<file path="src/rtl/au_pkg.sv">
// Shared audio-path types: default sample width, the packed sample record
// and the I2S receiver capture states.
package au_pkg;
    localparam int unsigned AuDataWidth = 16;

    typedef struct packed {
        logic                   right;
        logic [AuDataWidth-1:0] data;
    } au_sample_t;

    typedef enum logic [1:0] {
        RX_IDLE,
        RX_SYNC,
        RX_SHIFT,
        RX_SKIP
    } rx_state_e;
endpackage

</file>
<file path="src/rtl/user_au_i2s_rx_fifo.sv">
// Registered-head sample FIFO with synchronous flush; push is ignored when full
// and pop is ignored when empty, so the wrapper owns the drop policy.
module user_au_i2s_rx_fifo #(
    parameter int unsigned DataWidth = 17,
    parameter int unsigned Depth     = 4
) (
    input  logic                       clk_i,
    input  logic                       rst_ni,
    input  logic                       flush_i,
    input  logic                       push_i,
    input  logic [DataWidth-1:0]       data_i,
    input  logic                       pop_i,
    output logic [DataWidth-1:0]       data_o,
    output logic                       empty_o,
    output logic                       full_o,
    output logic [$clog2(Depth):0]     level_o
);
    localparam int unsigned AddrW  = $clog2(Depth);
    localparam int unsigned LevelW = AddrW + 1;

    logic [DataWidth-1:0] mem [Depth];
    logic [AddrW-1:0]     wr_ptr, rd_ptr;
    logic [LevelW-1:0]    count;
    logic                 push_ok, pop_ok;

    assign empty_o = (count == '0);
    assign full_o  = (count == LevelW'(Depth));
    assign level_o = count;
    assign data_o  = mem[rd_ptr];
    assign push_ok = push_i & ~full_o & ~flush_i;
    assign pop_ok  = pop_i & ~empty_o & ~flush_i;

    always_ff @(posedge clk_i or negedge rst_ni) begin
        if (!rst_ni) begin
            wr_ptr <= '0;
            rd_ptr <= '0;
            count  <= '0;
        end else if (flush_i) begin
            wr_ptr <= '0;
            rd_ptr <= '0;
            count  <= '0;
        end else begin
            if (push_ok) wr_ptr <= wr_ptr + AddrW'(1);
            if (pop_ok)  rd_ptr <= rd_ptr + AddrW'(1);
            case ({push_ok, pop_ok})
                2'b10:   count <= count + LevelW'(1);
                2'b01:   count <= count - LevelW'(1);
                default: count <= count;
            endcase
        end
    end

    // Storage carries no reset; occupancy alone decides what is visible.
    always_ff @(posedge clk_i) begin
        if (push_ok) mem[wr_ptr] <= data_i;
    end
endmodule

</file>
<file path="src/rtl/user_au_i2s_rx.sv">
// I2S slave receiver: synchronizes SCK/WS/SD, deserializes MSB-first words per
// channel slot and queues {right, data} in a small FIFO with sticky error flags.
module user_au_i2s_rx
    import au_pkg::*;
#(
    parameter int unsigned DataWidth  = AuDataWidth,
    parameter int unsigned FifoDepth  = 4,
    parameter int unsigned SyncStages = 2
) (
    input  logic                         clk_i,
    input  logic                         rst_ni,
    input  logic                         en_i,
    input  logic                         clr_i,
    input  logic                         i2s_sck_i,
    input  logic                         i2s_ws_i,
    input  logic                         i2s_sd_i,
    output logic [DataWidth-1:0]         sample_o,
    output logic                         right_o,
    output logic                         valid_o,
    input  logic                         ready_i,
    output logic [$clog2(FifoDepth):0]   fifo_level_o,
    output logic                         overflow_o,
    output logic                         frame_err_o
);
    localparam int unsigned CntW    = $clog2(DataWidth + 1);
    localparam int unsigned SampleW = DataWidth + 1;

    logic [SyncStages-1:0] sck_sync, ws_sync, sd_sync;
    logic                  sck_q, sck_s, ws_s, sd_s, strobe, ws_edge;
    logic                  ws_prev, ws_seen;
    rx_state_e             state, state_d;
    logic [CntW-1:0]       cnt, cnt_d;
    logic                  ch, ch_d;
    logic [DataWidth-1:0]  shreg, shreg_d;
    logic                  push_d, push_q, err_set;
    logic [SampleW-1:0]    push_data, head;
    logic                  fifo_empty, fifo_full;

    always_ff @(posedge clk_i or negedge rst_ni) begin
        if (!rst_ni) begin
            sck_sync <= '0;
            ws_sync  <= '0;
            sd_sync  <= '0;
            sck_q    <= 1'b0;
        end else begin
            sck_sync <= {sck_sync[SyncStages-2:0], i2s_sck_i};
            ws_sync  <= {ws_sync[SyncStages-2:0], i2s_ws_i};
            sd_sync  <= {sd_sync[SyncStages-2:0], i2s_sd_i};
            sck_q    <= sck_sync[SyncStages-1];
        end
    end

    assign sck_s  = sck_sync[SyncStages-1];
    assign ws_s   = ws_sync[SyncStages-1];
    assign sd_s   = sd_sync[SyncStages-1];
    assign strobe = sck_s & ~sck_q;
    // A WS change only counts once a previous strobe has established the level.
    assign ws_edge = strobe & ws_seen & (ws_s != ws_prev);

    always_comb begin
        state_d = state;
        cnt_d   = cnt;
        ch_d    = ch;
        shreg_d = shreg;
        push_d  = 1'b0;
        err_set = 1'b0;
        case (state)
            RX_IDLE: if (en_i) state_d = RX_SYNC;
            RX_SYNC, RX_SKIP: begin
                if (ws_edge) begin
                    state_d = RX_SHIFT;
                    ch_d    = ws_s;
                    cnt_d   = '0;
                end
            end
            RX_SHIFT: begin
                if (strobe) begin
                    shreg_d = {shreg[DataWidth-2:0], sd_s};
                    cnt_d   = cnt + CntW'(1);
                    if (cnt == CntW'(DataWidth - 1)) begin
                        push_d  = 1'b1;
                        state_d = RX_SKIP;
                        if (ws_edge) begin
                            state_d = RX_SHIFT;
                            ch_d    = ws_s;
                            cnt_d   = '0;
                        end
                    end else if (ws_edge) begin
                        err_set = 1'b1;
                        ch_d    = ws_s;
                        cnt_d   = '0;
                    end
                end
            end
            default: state_d = RX_IDLE;
        endcase
        if (!en_i) begin
            state_d = RX_IDLE;
            push_d  = 1'b0;
            err_set = 1'b0;
        end
        if (clr_i) begin
            state_d = en_i ? RX_SYNC : RX_IDLE;
            cnt_d   = '0;
            push_d  = 1'b0;
            err_set = 1'b0;
        end
    end

    always_ff @(posedge clk_i or negedge rst_ni) begin
        if (!rst_ni) begin
            state       <= RX_IDLE;
            cnt         <= '0;
            ch          <= 1'b0;
            ws_prev     <= 1'b0;
            ws_seen     <= 1'b0;
            push_q      <= 1'b0;
            overflow_o  <= 1'b0;
            frame_err_o <= 1'b0;
        end else begin
            state  <= state_d;
            cnt    <= cnt_d;
            ch     <= ch_d;
            push_q <= push_d;
            if (clr_i) begin
                ws_seen     <= 1'b0;
                overflow_o  <= 1'b0;
                frame_err_o <= 1'b0;
            end else begin
                if (strobe) begin
                    ws_prev <= ws_s;
                    ws_seen <= 1'b1;
                end
                if (push_q && fifo_full) overflow_o  <= 1'b1;
                if (err_set)             frame_err_o <= 1'b1;
            end
        end
    end

    always_ff @(posedge clk_i) begin
        shreg <= shreg_d;
        if (push_d) push_data <= {ch, shreg_d};
    end

    user_au_i2s_rx_fifo #(
        .DataWidth (SampleW),
        .Depth     (FifoDepth)
    ) u_fifo (
        .clk_i   (clk_i),
        .rst_ni  (rst_ni),
        .flush_i (clr_i),
        .push_i  (push_q),
        .data_i  (push_data),
        .pop_i   (ready_i),
        .data_o  (head),
        .empty_o (fifo_empty),
        .full_o  (fifo_full),
        .level_o (fifo_level_o)
    );

    assign valid_o  = ~fifo_empty;
    assign sample_o = fifo_empty ? '0 : head[DataWidth-1:0];
    assign right_o  = ~fifo_empty & head[DataWidth];
endmodule

</file>
<file path="config.mk">
export PLATFORM = sky130hd
export DESIGN_NAME = user_au_i2s_rx
export DESIGN_NICKNAME = d
export VERILOG_FILES = /design/src/rtl/au_pkg.sv /design/src/rtl/user_au_i2s_rx_fifo.sv /design/src/rtl/user_au_i2s_rx.sv
export SDC_FILE = /design/constraint.sdc
export NUM_CORES = 1
export LEC_CHECK = 0
export CAP_MARGIN = 15
export CORE_MARGIN = 10
export CORE_UTILIZATION = 58
export CTS_CLUSTER_DIAMETER = 60
export DETAILED_ROUTE_END_ITERATION = 16
export GPL_TIMING_DRIVEN = 0
export PLACE_DENSITY = 0.78
export SYNTH_ARGS = -nofsm -noshare
export SYNTH_HDL_FRONTEND = slang
export SYNTH_SLANG_ARGS = --single-unit
</file>
<file path="constraint.sdc">
create_clock -name clk_i -period 2.6 [get_ports clk_i]
set_input_delay 0.78 -clock clk_i [delete_from_list [all_inputs] [get_ports clk_i]]
set_output_delay 0.78 -clock clk_i [all_outputs]
set_load 0.01 [all_outputs]
</file>
==> results of run 1 <==
==> where the power goes <==
part / internal (mW) / leakage (nW) / switching (mW)
clock: 1.39 / 0.284 / 0.877
sequential: 2.17 / 1.01 / 0.0104
combinational: 0.0276 / 0.793 / 0.0354
total: 3.58 / 2.09 / 0.923
==> metal layers <==
layer / up-vias / GRT usage [%] / wire (um)
li1: 1217 / - / -
met1: 1344 / 18.0 / 3890
met2: 64 / 26.2 / 4890
met3: 16 / 6.18 / 378
met4: 0 / 5.75 / 165
met5: - / 0 / 0
==> final timing paths <==
kind | startpoint | to | slack (ns) | cells after the start
min in group asynchronous | rst_ni | sd_sync[1] | 0.60 | 1
hold / removal | sck_sync[0] | sck_sync[1] | 0.35 | 0
setup / recovery | u_fifo.rd_ptr[0] | sample_o[2] | -0.17 | 6
max in group asynchronous | rst_ni | push_q | 1.52 | 2
setup reg to reg | state[0] | push_data[14] | 0.35 | 4
hold reg to reg | sck_sync[0] | sck_sync[1] | 0.35 | 0
==> worst register-to-register path, stage by stage (launching register included) <==
cell,delay (ns)
dfrtp_1,0.47
nand2b_4,0.22
nor2_4,0.31
buf_4,0.29
and4_2,0.59
==> sequential cells by signal, indices dropped and copies added, names as in the netlist, 2 cells and up <==
signal          count
u_fifo.mem         68
push_data          17
shreg              16
cnt                 5
u_fifo.level_o      3
sck_sync            2
sd_sync             2
state               2
u_fifo.rd_ptr       2
u_fifo.wr_ptr       2
ws_sync             2
==> timing repair <==
item / in CTS / in global routing
gates resized for setup: 96 / 24
setup buffers: 12 / 1
cloned: 1 / 0
setup endpoints to repair: 18 / 98
pin swaps: 17 / 1
hold buffers: 0 / 0
==> layout by cell type (no fill, tap or decap), drive strengths merged, types with 14 or more instances in the layout <==
| cell | count |
|---|---|
| edfxtp | 85 |
| buf | 39 |
| dfrtp | 27 |
| clkbuf | 26 |
| and2 | 21 |
| mux2 | 18 |
| mux4 | 17 |
| dfxtp | 16 |
| nor2 | 14 |
==> cell type report <==
class	instances	share of cell area [%]
Tap cell	105	2.12
Timing Repair Buffer	43	7.18
Inverter	7	0.423
Sequential cell	128	57.2
Buffer	12	1.81
Clock inverter	11	1.63
Clock buffer	21	7.60
Multi-Input combinational cell	139	22.0
==> logic make-up after synthesis <==
logic type      after synthesis  share of synthesized area, %
xor+xnor                      6                          1.06
compound gates               27                          4.10
buf+inv                      21                          2.21
fa+ha+maj                     7                          1.91
simple gates                 63                          7.49
mux                          36                          12.0
flops                       128                          71.3
==> impl_summary.txt, run 1 <==
----------------------------------------------------
[Worst setup path]
  Maximum fanout along the worst path ... 5
  Startpoint type of the worst setup path ... flip-flop
  Master of the slowest instance on the critical path ... mux4_2
  Required time worst endpoint ... 1.82 ns
  Delay contributed by the slowest stage of the critical path ... 0.49 ns
  Library cell appearing most often on the critical path ... buf_12
  Critical path buffer and inverter count ... 4
  Arr. time, crit path ... 1.99 ns
  Cell Chain, Critical Path ... buf_12 > buf_12 > buf_12 > mux4_2 > and2_4 > buf_6
  CP top delay family ... multiplexers
  Critical path class ... reg2out
  Endpoint type of the worst setup path ... output port

[Power]
  Static power due to leakage ... 2.09 nW
  Max IR drop VDD ... 0.000638 V
  Overall power after layout ... 4.50 mW
  Power per Cell Area ... 725 nW/um^2

[Timing]
  Final period util ... 107%
  Setup ws final ... -0.172 ns
  Sum of negative setup slack ... -2.10 ns
  Max Clock Freq ... 361 MHz
  Final setup viols ... 17
  Final Hold Viols ... 0
  Fin. max-slew vios ... 0
  Worst Hold Margin ... 0.348 ns
  Setup repair after global routing missed its margin ... true
  Final worst path period need ... 2.77 ns
  Tightest Pin Transition ... 0.526 ns
  Relative slew margins ... 64.9%
  Worst setup skew after layout ... 0.00924 ns

[Floorplanning]
  Number of core rows ... 33
  Starting density of the core ... 60.0%
  Vert. Die Dim ... 113 um
  Ports ... 31
  Die Area ... 12700 sq um
  Total core area ... 8300 sq um
  Chip width ... 113 um

[CTS]
  Total clock buffers created by CTS ... 17
  H-tree level count ... 4
  Clock latency at the later pin of the worst-skew pair ... 0.52 ns
  CTS Sinks ... 128
  Clock-pin transition on the worst setup and hold timing paths ... 0.06 ns
  Clock tree from TritonCTS ... built
  Clock root buffer master ... clkbuf_8
  Max clock buf depth ... 2

[Finish]
  Share of the core filled with cells ... 74.8%
  Final cell count without fillers ... 466
  Footprint of the flip-flops and latches ... 3550 sq um
  Relative area change from synthesis to final layout ... 24.7%
  Fraction of final layout cells with drive strength greater than 1 ... 32.4%
  Multi-input gate area ... 1370 sq um
  Layout filler cell count ... 469
  Final design area excluding fillers ... 6210 sq um
  Antenna cells ... 0
  Layout Nets ... 363

[Min path]
  Type of the most critical hold path ... reg2reg

[Global route]
  Wire length of the first global-routing pass ... 15.4 mm
  All-Layer GR Usage ... 15.7%
  Largest net degree at the start of global routing ... 21
  Vias in the first global route ... 2856
  Initial antenna violation count ... 0
  Overflow left after global routing ... 0

[Routing]
  Drt first pass iters ... 4
  DRC errors left ... 0
  Total routed wirelength ... 9.33 mm
  Via density per instance ... 5.67
  Number of DRC markers after the initial detailed-route iteration ... 203
  Count of nets left with antenna violations after detail routing ... 0
  Routed len/inst ... 20.0 um
  Vias ... 2641

[Synth]
  Post-synth cell types ... 49
  Syn Std Cell Area ... 4980 sq um
  Synthesized area per cell ... 17.3 sq um
  Synth Instances ... 288
  Dominant register cell in the synthesized netlist ... edfxtp_1
  Share of the synthesized area in the top cell type ... 51.3%
  Post-synthesis sequential area ratio ... 71.3%
  Largest area contributor in the netlist ... edfxtp_1
  FFs w/ async S/R, synth ... 21.1%
  Register bit total from synthesis ... 128
  Count of flip-flops with a built-in enable after synthesis ... 85
  Cells taking the most area after synthesis ... edfxtp_1 (51%), dfrtp_1 (14%), mux4_2 (7.7%), dfxtp_1 (6.4%), mux2_1 (3.8%)
  Synth warnings ... 0
  Synth cell count leaders ... edfxtp_1 (85), dfrtp_1 (27), and2_1 (21), mux2_1 (17), mux4_2 (17)
  Top-count cell post-synth ... edfxtp_1
  Post-Synthesis Net Count ... 303

[Place]
  Post-placement worst setup slack ... -0.164 ns
  Total instance count after detailed placement ... 423
  Placed wire-length estimate ... 5.54 mm
  Final RePlAce weighted congestion ... 0.782
  Count of buffers from port buffering ... 29
  Placed cell area ... 5430 sq um

[Run status]
  Violated checks ... negative setup slack
  Outcome ... finished with violations

[Flow run]
  Max Cap Viol ... 0

----------------------------------------------------
(Power assumes the default switching activity.)
==> inputs of run 2 (changes only) <==
--- a/config.mk
+++ b/config.mk
@@ -7,11 +7,12 @@
 export LEC_CHECK = 0
 export CAP_MARGIN = 15
 export CORE_MARGIN = 10
-export CORE_UTILIZATION = 58
+export CORE_UTILIZATION = 61
+export CTS_BUF_LIST = sky130_fd_sc_hd__clkbuf_8
 export CTS_CLUSTER_DIAMETER = 60
 export DETAILED_ROUTE_END_ITERATION = 16
 export GPL_TIMING_DRIVEN = 0
-export PLACE_DENSITY = 0.78
+export PLACE_DENSITY = 0.82
 export SYNTH_ARGS = -nofsm -noshare
 export SYNTH_HDL_FRONTEND = slang
 export SYNTH_SLANG_ARGS = --single-unit
==> run 2 against run 1 <==
Compared with the run above:
- the flow still finishes with violations (negative setup slack)
- wire length fell by 3.3%
- non-clock buffer count rose by 2
- hold slack improved by 0.0079 ns
- fmax rose by 2.1%
- largest power group is now sequential cells
- utilization rose by 2.6 points
- first-iteration DRC count fell by 7.9%
- clock power fell by 23%
- global-route usage fell by 0.25 points
- sequential power barely moved
- critical path depth did not move
- count of clock-buffer cells in the layout fell by 4
- register-to-register slack got worse by 0.15 ns
==> impl_summary.txt, run 2 (synthesis gave the netlist of run 1 again) <==
----------------------------------------------------
[Finish]
  Fraction of final layout cells with drive strength greater than 1 ... 32.0% (-0.45 points)
  Layout Nets ... 365 (+0.55%)
  Most common cell after layout, fill and taps aside ... edfxtp_1
  Final cell count without fillers ... 465 (-0.21%)
  Leading cell types in the layout, fill and taps excluded ... edfxtp_1 (85), dfrtp_1 (24), buf_6 (19)
  Registers with the highest flip-flop counts ... u_fifo.mem x68, push_data x17, shreg x16
  Relative area change from synthesis to final layout ... 21.9%
  Layout filler cell count ... 437 (-6.8%)
  Register with the most flip-flops ... u_fifo.mem
  Antenna cells ... 0 (unchanged)
  Flip-flop count of the largest register after layout ... 68 (unchanged)

[Routing]
  Max Used Layer ... met4
  Total met3 wirelength after detailed routing ... 497 um (+31%)
  Vias ... 2650 (+0.34%)
  DRC errors left ... 0 (unchanged)
  Number of DRC markers after the initial detailed-route iteration ... 187 (-7.9%)
  Routed len/inst ... 19.4 um (-3.1%)
  Drt first pass iters ... 4 (unchanged)
  Total met2 wirelength after detailed routing ... 4.87 mm (-0.47%)
  Total routed wirelength ... 9.02 mm (-3.3%)
  Via density per instance ... 5.70 (+0.56%)
  Count of nets left with antenna violations after detail routing ... 0 (unchanged)
  Wire length the detailed router placed on met1 ... 3.56 mm (-8.5%)

[CTS]
  Post-cts hold buffer count ... 0 (unchanged)
  Clock-pin transition on the worst setup and hold timing paths ... 0.07 ns (about the same)
  CTS Sinks ... 128 (unchanged)
  H-tree level count ... 4 (unchanged)
  Clock latency at the later pin of the worst-skew pair ... 0.43 ns (-0.09 ns)
  Max clock buf depth ... 2 (unchanged)
  Clock tree from TritonCTS ... built
  Clock root buffer master ... clkbuf_8
  Total clock buffers created by CTS ... 17 (unchanged)

[Run status]
  Violated checks ... negative setup slack
  Outcome ... finished with violations

[Flow run]
  Max Cap Viol ... 0 (unchanged)

[Floorplanning]
  Die Area ... 12200 sq um (-4.1%)
  Chip width ... 110 um (-2.1%)
  Total core area ... 7850 sq um (-5.4%)
  Vert. Die Dim ... 110 um (-2.1%)
  Starting density of the core ... 63.4% (+3.5 points)
  Ports ... 31 (unchanged)
  Number of core rows ... 32 (-3.0%)

[Worst setup path]
  Reg-to-Reg Start ... push_q
  Worst reg2reg path depth ... 5 (+1)
  Arr. time, crit path ... 1.93 ns (-0.06 ns)
  Required time worst endpoint ... 1.82 ns (about the same)
  Setup slack, reg-to-reg ... 0.20 ns (-0.15 ns)
  Critical path class ... reg2out
  Critical register-to-register path endpoint ... u_fifo.mem[1][3]
  Endpoint type of the worst setup path ... output port
  Maximum fanout along the worst path ... 7 (+2)
  Startpoint type of the worst setup path ... flip-flop

[Min path]
  Source of the worst hold timing path ... sck_sync[0]
  Type of the most critical hold path ... reg2reg
  Worst hold endpoint ... sck_sync[1]
  Min-Delay Path Depth ... 0 (unchanged)

[Global route]
  Vias in the first global route ... 2765 (-3.2%)
  Largest net degree at the start of global routing ... 28 (+33%)
  Overflow left after global routing ... 0 (unchanged)
  Initial antenna violation count ... 0 (unchanged)
  Wire length of the first global-routing pass ... 14.0 mm (-8.5%)
  All-Layer GR Usage ... 15.5% (-0.25 points)

[Place]
  Placed wire-length estimate ... 5.51 mm (-0.61%)
  Final RePlAce weighted congestion ... 0.798 (+2.0%)
  Post-placement worst setup slack ... -0.204 ns (-0.0404 ns)
  Total instance count after detailed placement ... 419 (-0.95%)
  Count of buffers from port buffering ... 29 (unchanged)

[Power]
  Max IR drop VDD ... 0.000398 V (-38%)
  Static power due to leakage ... 2.02 nW (-3.4%)
  Overall power after layout ... 3.98 mW (-12%)
  Power per Cell Area ... 656 nW/um^2 (-9.5%)

[Timing]
  Worst setup skew after layout ... 0.0107 ns (+0.00146 ns)
  Final period util ... 104% (-2.2 points)
  Relative slew margins ... 37.1% (-28 points)
  Setup repair after global routing missed its margin ... true
  Final worst path period need ... 2.71 ns (-0.0570 ns)
  Sum of negative setup slack ... -0.505 ns (+1.59 ns)
  Tightest Pin Transition ... 0.943 ns (+0.416 ns)
  Final Hold Viols ... 0 (unchanged)
  Setup ws final ... -0.115 ns (+0.0570 ns)
  Final setup viols ... 7 (-10)
  Max Clock Freq ... 368 MHz (+2.1%)
  Fin. max-slew vios ... 0 (unchanged)

----------------------------------------------------
[run 2: repair_timing]
| action | 4_1_cts | 5_1_grt |
|---|---|---|
| buffers inserted | 13 | 2 |
| endpoints found under the setup margin | 18 | 33 |
| gates cloned | 1 | 0 |
| resized for setup | 95 | 24 |
| endpoints found under the hold margin | 0 | 0 |
| pin swaps | 6 | 9 |
[run 2: layout make-up]
cell class | count | area [sq um] | area share (%)
clock inverter | 15 | 184 | 3.03
inverter | 7 | 26.3 | 0.433
multi-input combinational | 139 | 1360 | 22.4
sequential | 128 | 3550 | 58.5
buffer | 12 | 109 | 1.79
clock buffer | 17 | 234 | 3.85
timing repair buffer | 45 | 475 | 7.83
tap | 102 | 128 | 2.10
[run 2: worst max-delay path, cell delays in order (launching register included)]
cell and delay (ns):
dfrtp_1 0.38, buf_12 0.15, buf_12 0.12, buf_12 0.10, mux4_2 0.49, and2_4 0.15
buf_6 0.11
[run 2: metrics by stage]
step	area [sq um]	utilization (%)	hold WS, ns
floorplan	4980	-	0.331
global placement	5400	68.8	0.334
detailed placement	5400	68.8	0.343
CTS	5990	76.3	0.359
global route	6070	77.3	0.366
finish	6070	77.3	0.356
[run 2: how the worst max path moves through the flow]
| stage | startpoint | endpoint | slack (ns) | depth (start not counted) |
|---|---|---|---|---|
| 6_report | u_fifo.rd_ptr[0] | sample_o[9] | -0.11 | 6 |
| 2_1_floorplan | clr_i | u_fifo.level_o[1] | 0.36 | 7 |
| 4_1_cts | u_fifo.rd_ptr[0] | sample_o[1] | -0.13 | 5 |
| 5_1_grt | u_fifo.rd_ptr[0] | sample_o[9] | -0.19 | 6 |
| 3_5_place_dp | u_fifo.level_o[0] | sample_o[7] | -0.20 | 5 |
| 3_3_place_gp | u_fifo.level_o[0] | sample_o[7] | -0.19 | 5 |
[run 2: routing by layer]
metal  track usage, %  up-vias
li1                 -     1227
met1             17.6     1355
met2             27.2       60
met3             4.82        8
met4             5.23        0
met5                0        -
[run 2: where the power goes]
group	internal (mW)	switching [mW]
sequential	2.16	0.0105
clock	0.958	0.791
combinational	0.0276	0.0334
